<file path="src/rtl/button_debouncer_if.sv">
// Signal bundle between the push-button debouncer and its consumer.
// The event pulses are named release_pulse/repeat_pulse because "release" and "repeat" are reserved words.
interface button_debouncer_if;
    logic button_in;
    logic pressed;
    logic press;
    logic release_pulse;
    logic long_press;
    logic repeat_pulse;

    modport master (
        input  button_in,
        output pressed, press, release_pulse, long_press, repeat_pulse
    );

    modport slave (
        output button_in,
        input  pressed, press, release_pulse, long_press, repeat_pulse
    );
endinterface

</file>
<file path="src/rtl/button_debouncer.sv">
// Push-button input stage: synchronizer, bounce filter and registered
// press/release/long-press/auto-repeat events plus a debounced level.
module button_debouncer #(
    parameter int unsigned DEBOUNCE_CYCLES = 1_000_000,  // >= 1
    parameter int unsigned LONG_CYCLES     = 50_000_000, // >= 1
    parameter int unsigned REPEAT_CYCLES   = 10_000_000, // 0 disables repeat
    parameter bit          ACTIVE_LOW      = 1'b1
) (
    input  logic clk,
    input  logic reset,
    button_debouncer_if.master btn
);

    typedef enum logic [1:0] {
        IDLE,
        PRESS_WAIT,
        HELD,
        RELEASE_WAIT
    } state_t;

    localparam logic [31:0] DEB_C      = 32'(DEBOUNCE_CYCLES);
    localparam logic [31:0] LONG_C     = 32'(LONG_CYCLES);
    localparam logic [31:0] REP_C      = 32'(REPEAT_CYCLES);
    localparam logic [31:0] REP_LAST_C = LONG_C + REP_C - 32'd1;

    state_t      state, state_next;
    logic        sync1, sync2, s;
    logic [31:0] dcnt, dcnt_next, dcnt_run;
    logic [31:0] hcnt, hcnt_next, hcnt_inc;
    logic        pressed_next, press_next, release_next, long_next, repeat_next;

    assign s        = sync2 ^ ACTIVE_LOW;
    assign dcnt_run = dcnt + 32'd1;
    assign hcnt_inc = hcnt + 32'd1;
    assign pressed_next = (state_next == HELD) || (state_next == RELEASE_WAIT);

    always_ff @(posedge clk) begin
        if (reset) begin
            sync1             <= ACTIVE_LOW;
            sync2             <= ACTIVE_LOW;
            state             <= IDLE;
            dcnt              <= '0;
            hcnt              <= '0;
            btn.pressed       <= 1'b0;
            btn.press         <= 1'b0;
            btn.release_pulse <= 1'b0;
            btn.long_press    <= 1'b0;
            btn.repeat_pulse  <= 1'b0;
        end else begin
            sync1             <= btn.button_in;
            sync2             <= sync1;
            state             <= state_next;
            dcnt              <= dcnt_next;
            hcnt              <= hcnt_next;
            btn.pressed       <= pressed_next;
            btn.press         <= press_next;
            btn.release_pulse <= release_next;
            btn.long_press    <= long_next;
            btn.repeat_pulse  <= repeat_next;
        end
    end

    // A change is accepted on its DEBOUNCE_CYCLES-th consecutive sample:
    // dcnt holds the samples already seen, so dcnt + 1 is the current run length.
    always_comb begin
        state_next   = state;
        dcnt_next    = dcnt;
        hcnt_next    = hcnt;
        press_next   = 1'b0;
        release_next = 1'b0;
        long_next    = 1'b0;
        repeat_next  = 1'b0;
        case (state)
            IDLE: begin
                if (s) begin
                    if (DEB_C <= 32'd1) begin
                        state_next = HELD;
                        press_next = 1'b1;
                        hcnt_next  = '0;
                    end else begin
                        state_next = PRESS_WAIT;
                        dcnt_next  = 32'd1;
                    end
                end
            end
            PRESS_WAIT: begin
                if (!s) begin
                    state_next = IDLE;
                end else if (dcnt_run >= DEB_C) begin
                    state_next = HELD;
                    press_next = 1'b1;
                    hcnt_next  = '0;
                end else begin
                    dcnt_next = dcnt_run;
                end
            end
            HELD: begin
                if (!s && DEB_C <= 32'd1) begin
                    state_next   = IDLE;
                    release_next = 1'b1;
                    hcnt_next    = '0;
                end else begin
                    if (!s) begin
                        state_next = RELEASE_WAIT;
                        dcnt_next  = 32'd1;
                    end
                    // After long_press the counter wraps back to LONG_CYCLES each repeat period.
                    if (hcnt_inc == LONG_C) begin
                        long_next = 1'b1;
                        hcnt_next = hcnt_inc;
                    end else if (hcnt >= LONG_C) begin
                        if (REP_C == 32'd0) begin
                            hcnt_next = hcnt;
                        end else if (hcnt == REP_LAST_C) begin
                            repeat_next = 1'b1;
                            hcnt_next   = LONG_C;
                        end else begin
                            hcnt_next = hcnt_inc;
                        end
                    end else begin
                        hcnt_next = hcnt_inc;
                    end
                end
            end
            RELEASE_WAIT: begin
                if (s) begin
                    state_next = HELD;
                end else if (dcnt_run >= DEB_C) begin
                    state_next   = IDLE;
                    release_next = 1'b1;
                    hcnt_next    = '0;
                end else begin
                    dcnt_next = dcnt_run;
                end
            end
            default: begin
                state_next = IDLE;
            end
        endcase
    end

endmodule

</file>
<file path="src/flat_wrapper.sv">
// flat-port wrapper written by rule: the top's interface ports become plain ports
module button_debouncer_flat 
#(
    parameter int unsigned DEBOUNCE_CYCLES = 1_000_000,         
    parameter int unsigned LONG_CYCLES     = 50_000_000,        
    parameter int unsigned REPEAT_CYCLES   = 10_000_000,                     
    parameter bit          ACTIVE_LOW      = 1'b1
)
  (clk, reset, btn_button_in, btn_pressed, btn_press, btn_release_pulse, btn_long_press, btn_repeat_pulse);
  button_debouncer_if btn_i ();
  input  logic clk;
  input  logic reset;
  input wire logic [$bits(btn_i.button_in)-1:0] btn_button_in;
  output wire logic [$bits(btn_i.pressed)-1:0] btn_pressed;
  output wire logic [$bits(btn_i.press)-1:0] btn_press;
  output wire logic [$bits(btn_i.release_pulse)-1:0] btn_release_pulse;
  output wire logic [$bits(btn_i.long_press)-1:0] btn_long_press;
  output wire logic [$bits(btn_i.repeat_pulse)-1:0] btn_repeat_pulse;
  assign btn_i.button_in = btn_button_in;
  assign btn_pressed = btn_i.pressed;
  assign btn_press = btn_i.press;
  assign btn_release_pulse = btn_i.release_pulse;
  assign btn_long_press = btn_i.long_press;
  assign btn_repeat_pulse = btn_i.repeat_pulse;
  button_debouncer #(.DEBOUNCE_CYCLES(DEBOUNCE_CYCLES), .LONG_CYCLES(LONG_CYCLES), .REPEAT_CYCLES(REPEAT_CYCLES), .ACTIVE_LOW(ACTIVE_LOW)) u_core (.clk(clk), .reset(reset), .btn(btn_i));
endmodule
</file>
<file path="config.mk">
export PLATFORM = sky130hd
export DESIGN_NAME = button_debouncer_flat
export DESIGN_NICKNAME = d
export VERILOG_FILES = /design/src/rtl/button_debouncer_if.sv /design/src/rtl/button_debouncer.sv /design/src/flat_wrapper.sv
export SDC_FILE = /design/constraint.sdc
export NUM_CORES = 1
export LEC_CHECK = 0
export BUFFER_PORTS_ARGS = -buffer_cell sky130_fd_sc_hd__buf_2
export CAP_MARGIN = 25
export CORE_UTILIZATION = 35
export DETAILED_ROUTE_END_ITERATION = 6
export GPL_TIMING_DRIVEN = 0
export PLACE_DENSITY = 0.52
export SYNTH_ARGS = -nofsm -noshare
export SYNTH_HDL_FRONTEND = slang
export SYNTH_SLANG_ARGS = --single-unit
export TNS_END_PERCENT = 5
</file>
<file path="constraint.sdc">
create_clock -name clk -period 4.5 [get_ports clk]
set_clock_uncertainty 0.2 [all_clocks]
set_input_delay 0.225 -clock clk [delete_from_list [all_inputs] [get_ports clk]]
set_output_delay 0.225 -clock clk [all_outputs]
set_load 0.02 [all_outputs]
</file>
==> flow_metrics.py <==
metrics = {
    "yosys": {
        "synth_top_cell_by_area": "dfxtp_1",
        "synth_top_cell_area_share_pct": 31.5,
        "yosysMostFrequentCell": "dfxtp_1",
        "synthTopCellsByCount": "dfxtp_1 (73), nand2_1 (71), nor2_1 (54)",
        "yosysWarnings": 0,
        "synth.area.top_cells": "dfxtp_1 (31%), nand2_1 (5.7%), nor2_1 (4.4%)",
        "synthArstFlopShare_pct": 0,
        "ys_types": 63,
        "yosysSeqAreaShare_pct": 31.5,
        "syn_area_per_cell_sq_um": 7.78,
        "synth-edff-count": 0,
        "ys_dominant_reg_cell": "dfxtp_1",
        "synth-seq-cells": 73,
        "synthCells": 597,
        "synth_fp_nets": 603,
        "synth_area_sq_um": 4640,
    },
    "clock_network": {
        "clock_path_buffers": 2,
        "cts-buffers-inserted": 9,
        "htree_num_levels": 3,
        "cts.sinks": 73,
        "clk_pin_slew_ns": 0.07,
        "root_buffer": "clkbuf_16",
        "cts_tree": "done",
        "clkLatencyLatePin_ns": 0.35,
        "post-cts-setup-buffers": 0,
    },
    "pwr": {
        "power.total_uw": 1370,
        "vdd_drop_max_uv": 172,
        "p_leak_uw": 0.00171,
        "powerDensity_nw_per_um2": 265,
    },
    "grt": {
        "grt_max_degree": 14,
        "grt_pass1_vias": 4384,
        "antenna_found_initial": 0,
        "grt_pass1_wl_microns": 23000,
        "grt_usage_pct": 21.9,
        "grt_remaining_overflow": 0,
    },
    "placement": {
        "hpwl_microns": 9750,
        "dpl.cell_count": 776,
        "portBuffers": 6,
        "gp_congestion": 0.926,
    },
    "floorplanning": {
        "core-area_sq_um": 12800,
        "initial_utilization_pct": 36.4,
        "dieHeight_microns": 117,
        "fp-row-count": 41,
        "ios": 8,
        "dieArea_sq_um": 13700,
        "die_x_microns": 117,
    },
    "sta": {
        "fin_setup_tns_ns": 0,
        "finalMaxSlewViolations": 0,
        "finalHoldViolCount": 0,
        "min_period_ns": 3.59,
        "finalSetupViolCount": 0,
        "maxSlewHeadroom_pct": 39.4,
        "finalCritPeriodShare_pct": 79.8,
        "worst_slew_pin_slew_ns": 0.905,
        "fmax_ghz": 0.278,
        "grt_setup_unrepaired": "false",
        "holdWs_ns": 0.211,
    },
    "worst_setup_path": {
        "cp.arrival_ns": 3.60,
        "cp-end-kind": "register",
        "required_ns": 4.50,
        "timing.rr.start": "u_core.dcnt[0]$_SDFFE_PP0P_",
        "critPathKind": "reg -> reg",
        "critPathMaxFanout": 10,
        "startpoint_type": "register",
        "critical_path.startpoint": "u_core.dcnt[0]$_SDFFE_PP0P_",
    },
    "outcome": {
        "status": "finished, final reports clean",
    },
    "layout": {
        "stdcell_count": 793,
        "final_nets": 622,
        "syn_to_final_growth_pct": 11.7,
        "drive_above_1_share_pct": 11.0,
        "diodes": 0,
    },
    "drt": {
        "dr.first_iter.drc_count": 363,
        "via_per_inst": 5.83,
        "drcViolationCount": 0,
        "vias": 4626,
        "drtAntennaViolNets": 0,
        "routedWlPerCell_microns": 17.5,
        "dr.pass1.iters": 4,
        "wirelength_microns": 13900,
    },
    "run": {
        "cap_viol_max_count": 0,
    },
    "hold_path": {
        "worstHoldStart": "u_core.sync1$_SDFF_PP1_",
        "hold_path.class": "reg -> reg",
    },
}
layout by cell type, fill, tap and decap left out, drive strengths merged, types with 3 or more instances in the layout:
cell	netlist	routed
a21oi	24	24
nand3b	4	4
o311ai	4	4
dfxtp	73	73
xor2	9	9
buf	14	21
o31ai	4	4
nand2	72	72
nor2	54	54
a31oi	24	24
inv	8	8
nor3	16	16
a211oi	8	8
nand4	32	32
and2	23	23
nand3	25	25
a311oi	21	21
o21ai	14	14
xnor2	17	17
ha	3	3
a31o	14	14
nor4	19	19
nor3b	3	3
clkbuf	37	48
and3	25	25
or4	3	3
and4	4	4
a41oi	3	3
clkinv	0	3
or3	7	7
per-stage QoR:
stage | area [sq um] | setup slack [ns] | util (%)
2_1_floorplan | 4640 | 1.58 | -
3_3_place_gp | 4890 | 0.896 | 38.3
3_5_place_dp | 4890 | 0.924 | 38.3
4_1_cts | 5190 | 0.921 | 40.6
5_1_grt | 5190 | 0.620 | 40.6
6_report | 5190 | 0.908 | 40.6
cell type report:
type / instances / area, sq um
fillers: 1304 / 7590
clock inverters: 5 / 41.3
inverters: 8 / 30.0
plain buffers: 51 / 228
repair buffers: 8 / 45.0
clock buffers: 11 / 243
multi-input cells: 465 / 2920
well taps: 172 / 215
flip-flops and latches: 73 / 1460
worst paths after layout:
kind / cells after the start / endpoint / slack [ns]
worst max-delay path: 10 / u_core.hcnt[31]$_SDFFE_PP0P_ / 0.91
worst min-delay path: 1 / u_core.sync2$_SDFF_PP1_ / 0.21
worst max register to register: 10 / u_core.hcnt[31]$_SDFFE_PP0P_ / 0.91
worst min register to register: 1 / u_core.sync2$_SDFF_PP1_ / 0.21
worst max-delay path, cell delays in order, from the launching register on:
cell      delay (ns)
dfxtp_1         0.42
ha_1            0.26
nand4_1         0.21
nor4_4          0.55
and3_1          0.30
xnor2_1         0.11
nor4_4          0.41
nand2_4         0.16
a31oi_4         0.36
buf_2           0.33
a311oi_2        0.13
sequential cells by signal (all words and copies together) (netlist names):
| signal | cells |
|---|---|
| u_core.btn.repeat_pulse | 1 |
| u_core.sync2 | 1 |
| u_core.btn.press | 1 |
| u_core.btn.long_press | 1 |
| u_core.btn.release_pulse | 1 |
| u_core.dcnt | 32 |
| u_core.sync1 | 1 |
| u_core.btn.pressed | 1 |
| u_core.state | 2 |
| u_core.hcnt | 32 |
metal layers:
layer	global-route usage, %	wire, microns
met5	0	0
met4	10.0	350
met3	3.19	661
met2	34.7	6430
met1	29.4	6440
repair_timing:
action	CTS	global route
gates resized for setup	0	0
hold buffers	1	0
endpoints found under the hold margin	1	0
where the power goes:
group	internal [uW]	switching (uW)	total, uW
logic	8.73	24.5	33.2
clock network	391	300	691
registers	648	1.39	649
logic make-up after synthesis:
logic type                 count (synthesis)  synth area share, %
adders and majority gates                  3                0.808
xor gates and xnor gates                  26                 4.90
DFF                                       73                 31.5
AOI/OAI and AO/OA                        138                 21.9
buffers and inverters                     59                 5.55
and+or+nand+nor                          295                 34.7
muxes                                      3                0.701
(Power assumes the default switching activity.)
